**src/rtl/router_pkg.sv**
```systemverilog
// Shared encodings and sizing for the 1x3 router control path.
package router_pkg;
  localparam int NUM_DEST = 3;
  localparam int ADDR_W   = 2;
  localparam logic [ADDR_W-1:0] INVALID_ADDR = 2'b11;

  typedef enum logic [2:0] {
    DECODE_ADDRESS     = 3'd0,
    LOAD_FIRST_DATA    = 3'd1,
    LOAD_DATA          = 3'd2,
    LOAD_PARITY        = 3'd3,
    FIFO_FULL_STATE    = 3'd4,
    LOAD_AFTER_FULL    = 3'd5,
    WAIT_TILL_EMPTY    = 3'd6,
    CHECK_PARITY_ERROR = 3'd7
  } state_t;

  // Per-port flag select; an out-of-range address reads as 0.
  function automatic logic sel_bit(logic [NUM_DEST-1:0] v, logic [ADDR_W-1:0] idx);
    sel_bit = 1'b0;
    for (int i = 0; i < NUM_DEST; i++)
      if (idx == ADDR_W'(i)) sel_bit = v[i];
  endfunction
endpackage

```
**src/rtl/router_fsm_if.sv**
```systemverilog
// Handshake/status bundle between packet source, router_reg, FIFOs and router_fsm.
interface router_fsm_if;
  import router_pkg::*;

  logic                pkt_valid;
  logic [ADDR_W-1:0]   data_in;
  logic                fifo_full;
  logic [NUM_DEST-1:0] fifo_empty;
  logic [NUM_DEST-1:0] soft_reset;
  logic                parity_done;
  logic                low_packet_valid;

  logic detect_add, lfd_state, ld_state, laf_state, full_state;
  logic rst_int_reg, write_enb_reg, busy;

  modport master (
    output pkt_valid, data_in, fifo_full, fifo_empty, soft_reset,
           parity_done, low_packet_valid,
    input  detect_add, lfd_state, ld_state, laf_state, full_state,
           rst_int_reg, write_enb_reg, busy
  );

  modport slave (
    input  pkt_valid, data_in, fifo_full, fifo_empty, soft_reset,
           parity_done, low_packet_valid,
    output detect_add, lfd_state, ld_state, laf_state, full_state,
           rst_int_reg, write_enb_reg, busy
  );
endinterface

```
**src/rtl/router_fsm.sv**
```systemverilog
// Moore control FSM for the 1x3 router: decodes the header, waits for the
// target FIFO, tracks back-pressure and honours per-port soft resets.
module router_fsm
  import router_pkg::*;
(
  input  logic       clock,
  input  logic       resetn,
  router_fsm_if.slave bus
);
  state_t            state_q, state_d;
  logic [ADDR_W-1:0] addr_q, addr_d;
  logic              sel_empty_hdr, sel_empty_q, sel_srst;

  always_ff @(posedge clock) begin
    if (!resetn) begin
      state_q <= DECODE_ADDRESS;
      addr_q  <= '0;
    end else begin
      state_q <= state_d;
      addr_q  <= addr_d;
    end
  end

  assign sel_empty_hdr = sel_bit(bus.fifo_empty, bus.data_in);
  assign sel_empty_q   = sel_bit(bus.fifo_empty, addr_q);
  assign sel_srst      = sel_bit(bus.soft_reset, addr_q);

  always_comb begin
    state_d = state_q;
    addr_d  = addr_q;
    if (state_q == DECODE_ADDRESS && bus.pkt_valid) addr_d = bus.data_in;

    unique case (state_q)
      DECODE_ADDRESS:
        if (bus.pkt_valid && bus.data_in != INVALID_ADDR)
          state_d = sel_empty_hdr ? LOAD_FIRST_DATA : WAIT_TILL_EMPTY;
      WAIT_TILL_EMPTY:
        if (sel_empty_q) state_d = LOAD_FIRST_DATA;
      LOAD_FIRST_DATA:
        state_d = LOAD_DATA;
      LOAD_DATA:
        if (bus.fifo_full)       state_d = FIFO_FULL_STATE;
        else if (!bus.pkt_valid) state_d = LOAD_PARITY;
      FIFO_FULL_STATE:
        if (!bus.fifo_full) state_d = LOAD_AFTER_FULL;
      LOAD_AFTER_FULL:
        if (bus.parity_done)           state_d = DECODE_ADDRESS;
        else if (bus.low_packet_valid) state_d = LOAD_PARITY;
        else                           state_d = LOAD_DATA;
      LOAD_PARITY:
        state_d = CHECK_PARITY_ERROR;
      CHECK_PARITY_ERROR:
        state_d = bus.fifo_full ? FIFO_FULL_STATE : DECODE_ADDRESS;
      default:
        state_d = DECODE_ADDRESS;
    endcase

    // A read timeout on the selected port abandons the packet from any state.
    if (state_q != DECODE_ADDRESS && sel_srst) state_d = DECODE_ADDRESS;
  end

  assign bus.detect_add    = (state_q == DECODE_ADDRESS);
  assign bus.lfd_state     = (state_q == LOAD_FIRST_DATA);
  assign bus.ld_state      = (state_q == LOAD_DATA);
  assign bus.laf_state     = (state_q == LOAD_AFTER_FULL);
  assign bus.full_state    = (state_q == FIFO_FULL_STATE);
  assign bus.rst_int_reg   = (state_q == CHECK_PARITY_ERROR);
  assign bus.write_enb_reg = (state_q == LOAD_DATA) || (state_q == LOAD_PARITY) ||
                             (state_q == LOAD_AFTER_FULL);
  assign bus.busy          = !((state_q == DECODE_ADDRESS) || (state_q == LOAD_DATA));
endmodule

```
**src/flat_wrapper.sv**
```systemverilog
// flat-port wrapper written by rule: the top's interface ports become plain ports
module router_fsm_flat import router_pkg::*;
  (clock, resetn, bus_pkt_valid, bus_data_in, bus_fifo_full, bus_fifo_empty, bus_soft_reset, bus_parity_done, bus_low_packet_valid, bus_detect_add, bus_lfd_state, bus_ld_state, bus_laf_state, bus_full_state, bus_rst_int_reg, bus_write_enb_reg, bus_busy);
  router_fsm_if bus_i ();
  input  logic clock;
  input  logic resetn;
  input wire logic [$bits(bus_i.pkt_valid)-1:0] bus_pkt_valid;
  input wire logic [$bits(bus_i.data_in)-1:0] bus_data_in;
  input wire logic [$bits(bus_i.fifo_full)-1:0] bus_fifo_full;
  input wire logic [$bits(bus_i.fifo_empty)-1:0] bus_fifo_empty;
  input wire logic [$bits(bus_i.soft_reset)-1:0] bus_soft_reset;
  input wire logic [$bits(bus_i.parity_done)-1:0] bus_parity_done;
  input wire logic [$bits(bus_i.low_packet_valid)-1:0] bus_low_packet_valid;
  output wire logic [$bits(bus_i.detect_add)-1:0] bus_detect_add;
  output wire logic [$bits(bus_i.lfd_state)-1:0] bus_lfd_state;
  output wire logic [$bits(bus_i.ld_state)-1:0] bus_ld_state;
  output wire logic [$bits(bus_i.laf_state)-1:0] bus_laf_state;
  output wire logic [$bits(bus_i.full_state)-1:0] bus_full_state;
  output wire logic [$bits(bus_i.rst_int_reg)-1:0] bus_rst_int_reg;
  output wire logic [$bits(bus_i.write_enb_reg)-1:0] bus_write_enb_reg;
  output wire logic [$bits(bus_i.busy)-1:0] bus_busy;
  assign bus_i.pkt_valid = bus_pkt_valid;
  assign bus_i.data_in = bus_data_in;
  assign bus_i.fifo_full = bus_fifo_full;
  assign bus_i.fifo_empty = bus_fifo_empty;
  assign bus_i.soft_reset = bus_soft_reset;
  assign bus_i.parity_done = bus_parity_done;
  assign bus_i.low_packet_valid = bus_low_packet_valid;
  assign bus_detect_add = bus_i.detect_add;
  assign bus_lfd_state = bus_i.lfd_state;
  assign bus_ld_state = bus_i.ld_state;
  assign bus_laf_state = bus_i.laf_state;
  assign bus_full_state = bus_i.full_state;
  assign bus_rst_int_reg = bus_i.rst_int_reg;
  assign bus_write_enb_reg = bus_i.write_enb_reg;
  assign bus_busy = bus_i.busy;
  router_fsm u_core (.clock(clock), .resetn(resetn), .bus(bus_i));
endmodule
```
**config.mk**
```make
export PLATFORM = sky130hd
export DESIGN_NAME = router_fsm_flat
export DESIGN_NICKNAME = d
export VERILOG_FILES = /design/src/rtl/router_pkg.sv /design/src/rtl/router_fsm_if.sv /design/src/rtl/router_fsm.sv /design/src/flat_wrapper.sv
export SDC_FILE = /design/constraint.sdc
export NUM_CORES = 1
export LEC_CHECK = 0
export BUFFER_PORTS_ARGS = -buffer_cell sky130_fd_sc_hd__buf_2
export CORE_AREA = 2 2 39 41
export DETAILED_ROUTE_END_ITERATION = 8
export DIE_AREA = 0 0 41 43
export GPL_ROUTABILITY_DRIVEN = 0
export PLACE_DENSITY = 0.67
export SLEW_MARGIN = 20
export SYNTH_ARGS = -nofsm -noshare
export SYNTH_HDL_FRONTEND = slang
export SYNTH_SLANG_ARGS = --single-unit
```
**constraint.sdc**
```tcl
create_clock -name clock -period 1.85 [get_ports clock]
set_clock_uncertainty 0.05 [all_clocks]
set_input_delay 0.37 -clock clock [delete_from_list [all_inputs] [get_ports clock]]
set_output_delay 0.37 -clock clock [all_outputs]
set_load 0.02 [all_outputs]
```
==> impl_metrics.yaml <==
setup_path:
  reg2regPathDepth: 5
  end_kind: "output pin"
  cp_slowest_stage_delay_ns: 0.41
  crit_buf_inv: 2
  arrival_ns: 1.29
  r2r_setup_slack_ns: 0.22
  crit_slowest_cell: "or3_4"
  crit_fanout: 11
  worstPathRequired_ns: 1.43
  startpoint_type: "register"
  crit_path_cell_trace: "or3_4 -> inv_2 -> buf_2"
  r2r_start: "u_core.state_q[2]$_SDFFE_PP0P_"
  critPathTopFamily: "simple AND/OR/NAND/NOR gates"
  worstSetupPathType: "register to output pin"
  r2r-end: "u_core.state_q[2]$_SDFFE_PP0P_"
clock_tree:
  cts_sinks: 5
  cts_buffer_depth: 2
  cts_root_buf: "clkbuf_4"
  clk_latency_ns: 0.24
  numCtsBuffers: 3
  clkTransAtPathRegs_ns: 0.04
  cts_tree: "done"
  holdBufCountCts: 0
  htree_levels: 1
global_routing:
  grtUsageTotal: 0.131
  grt_pass1_vias: 406
  grt_overflow_total: 0
  grt_pass1_wl_um: 1620
  grt_max_degree: 12
  antenna_found_initial: 0
placement:
  dp_cells: 89
  port_buffers: 21
  hpwl_um: 848
  postPlaceCellArea_um2: 596
power_and_ir_drop:
  p_int_mw: 0.490
  p_leak_nw: 0.274
  combPwrFrac: 0.646
  clockPowerShare: 0.139
  p_switching_mw: 0.397
  ir_worst_vdd_uv: 577
  p_per_area_nw_per_um2: 1420
  power_frac_seq: 0.215
  swShare: 0.447
job:
  maxCapViolCount: 0
detailed_routing:
  routedWlPerCell_um: 11.3
  drt_iter0_drc: 3
  final_antenna_net_count: 0
  first_pass_iters: 3
  routed_wl_um: 1050
  via_count: 484
  avgViaCountPerCell: 5.20
  drc: 0
worst_hold_path:
  whs_path_depth: 2
  worstHoldEndpoint: "u_core.addr_q[1]$_SDFFE_PN0P_"
  worstHoldStart: "resetn"
  hold_class: "primary input to register"
timing:
  fin_hold_ws_ns: 0.351
  worst_pin_slew_ns: 0.418
  min_period_over_period: 0.923
  slew_violations: 0
  setup_tns_ns: 0
  slew_headroom: 0.718
  layout_min_cycle_time_ns: 1.71
  fmax_ghz: 0.585
  setup_viol: 0
  final_hold_viol_count: 0
  rsz0062_at_grt: "false"
synthesis:
  syn_area_um2: 482
  yosysUniqueCellTypes: 30
  avgSynthCellArea_um2: 9.09
  yosys_warnings: 0
  ys_seq_area_frac: 0.208
  ys_ff_latch: 5
  synthCells: 53
  syn_nets: 67
final_layout:
  n_antenna_cell: 0
  final_util: 0.450
  fin_nets: 92
  layout_common_cells: "21 x buf_2, 4 x nand2_1, 4 x dfxtp_1"
  area_growth_pct: 29.4
  layout_commonest_cell: "buf_2"
  multi_input_area_um2: 348
  ff_latch_area_um2: 101
  fin_area_um2: 623
  fillCellCount: 142
  final_cells: 93
  layout-drive-gt1-share: 0.455
die:
  dieArea_um2: 1760
  num_rows: 14
  io_pins: 22
  die_x_um: 41
  core_region_area_um2: 1380
  die_y_um: 43
  start_util: 0.348
outcome:
  outcome: "finished clean"
==> worst register-to-register path: cells and delay by family, from the launching register on <==
kind	cells	cell delay (ns)
AND/OR/NAND/NOR	2	0.64
flip-flops	1	0.37
AO/OA/AOI/OAI	2	0.37
buffers and inverters	1	0.10
==> per-layer routing <==
metal / wire length, µm / vias up / GRT usage / share of wire
met5: 0 / - / 0 / 0
li1: - / 248 / - / -
met1: 447 / 213 / 0.154 / 0.42
met2: 496 / 23 / 0.213 / 0.47
met4: 0 / 0 / 0.0200 / 0
met3: 108 / 0 / 0.0628 / 0.10
==> power groups by stage <==
stage          registers (mW)  clock network [mW]  logic (mW)
5_1_grt                 0.199               0.136       0.624
3_3_place_gp            0.192                   0       0.568
4_1_cts                 0.191               0.129       0.576
3_5_place_dp            0.192                   0       0.574
2_1_floorplan           0.166                   0       0.477
6_report                0.191               0.123       0.573
==> per-stage QoR <==
step	setup slack, ns	total power [mW]
after global routing	0.0804	0.959
after floorplan	0.0605	0.643
after global placement	0.209	0.760
after detailed placement	0.160	0.767
final	0.142	0.887
after CTS	0.0452	0.896
==> flip-flops by register name, indices dropped and copies added (netlist names) <==
name	flops
u_core.addr_q	2
u_core.state_q	3
==> cells in the mapped netlist <==
library cell	number	area [µm²]
dfxtp_1	5	100
nand2_1	4	15.0
a21boi_0	3	22.5
mux2i_1	3	30.0
nand3b_1	3	22.5
a21oi_1	2	10.0
and3b_1	2	17.5
buf_4	2	15.0
nand2b_1	2	12.5
nand3_1	2	10.0
nor2_1	2	7.51
nor3b_1	2	15.0
nor3b_4	2	37.5
o211ai_1	2	15.0
o21ai_0	2	10.0
a2111oi_2	1	15.0
a211oi_1	1	7.51
and2_1	1	6.26
and3_1	1	6.26
and4bb_1	1	12.5
and4bb_4	1	16.3
buf_6	1	11.3
inv_1	1	3.75
inv_2	1	3.75
maj3_1	1	10.0
o21a_1	1	7.51
o2bb2ai_2	1	15.0
o311ai_0	1	8.76
or2_2	1	6.26
or3_4	1	11.3
==> worst max path at each step <==
stage,start,endpoint,slack (ns),cells after the start
6_report,u_core.state_q[2]$_SDFFE_PP0P_,bus_detect_add,0.14,3
5_1_grt,u_core.state_q[2]$_SDFFE_PP0P_,bus_detect_add,0.08,3
4_1_cts,u_core.state_q[2]$_SDFFE_PP0P_,bus_write_enb_reg,0.05,4
3_5_place_dp,u_core.state_q[2]$_SDFFE_PP0P_,u_core.state_q[2]$_SDFFE_PP0P_,0.16,5
3_3_place_gp,u_core.state_q[2]$_SDFFE_PP0P_,u_core.state_q[2]$_SDFFE_PP0P_,0.21,4
2_1_floorplan,u_core.state_q[2]$_SDFFE_PP0P_,bus_write_enb_reg,0.06,4
==> cells by family (layout without fill, tap and decap cells) <==
family / after synthesis / after routing / share of synthesized area
AND/OR/NAND/NOR: 25 / 25 / 0.408
buffers and inverters: 5 / 29 / 0.0701
adder cells (fa/ha/maj): 1 / 1 / 0.0208
flip-flops: 5 / 5 / 0.208
AO/OA/AOI/OAI: 14 / 14 / 0.231
multiplexers: 3 / 3 / 0.0623
==> cell type report <==
class                   count  share of cell area
multi-input cells          43               0.558
repair buffers             23               0.193
flip-flops and latches      5               0.163
clock buffers               4              0.0422
well taps                  16              0.0321
inverters                   2              0.0120
==> what timing repair did <==
action,CTS,global route
gates resized for setup,0,1
setup buffers,0,0
endpoints found under the setup margin,0,2
Power figures use the tool's default switching activity.
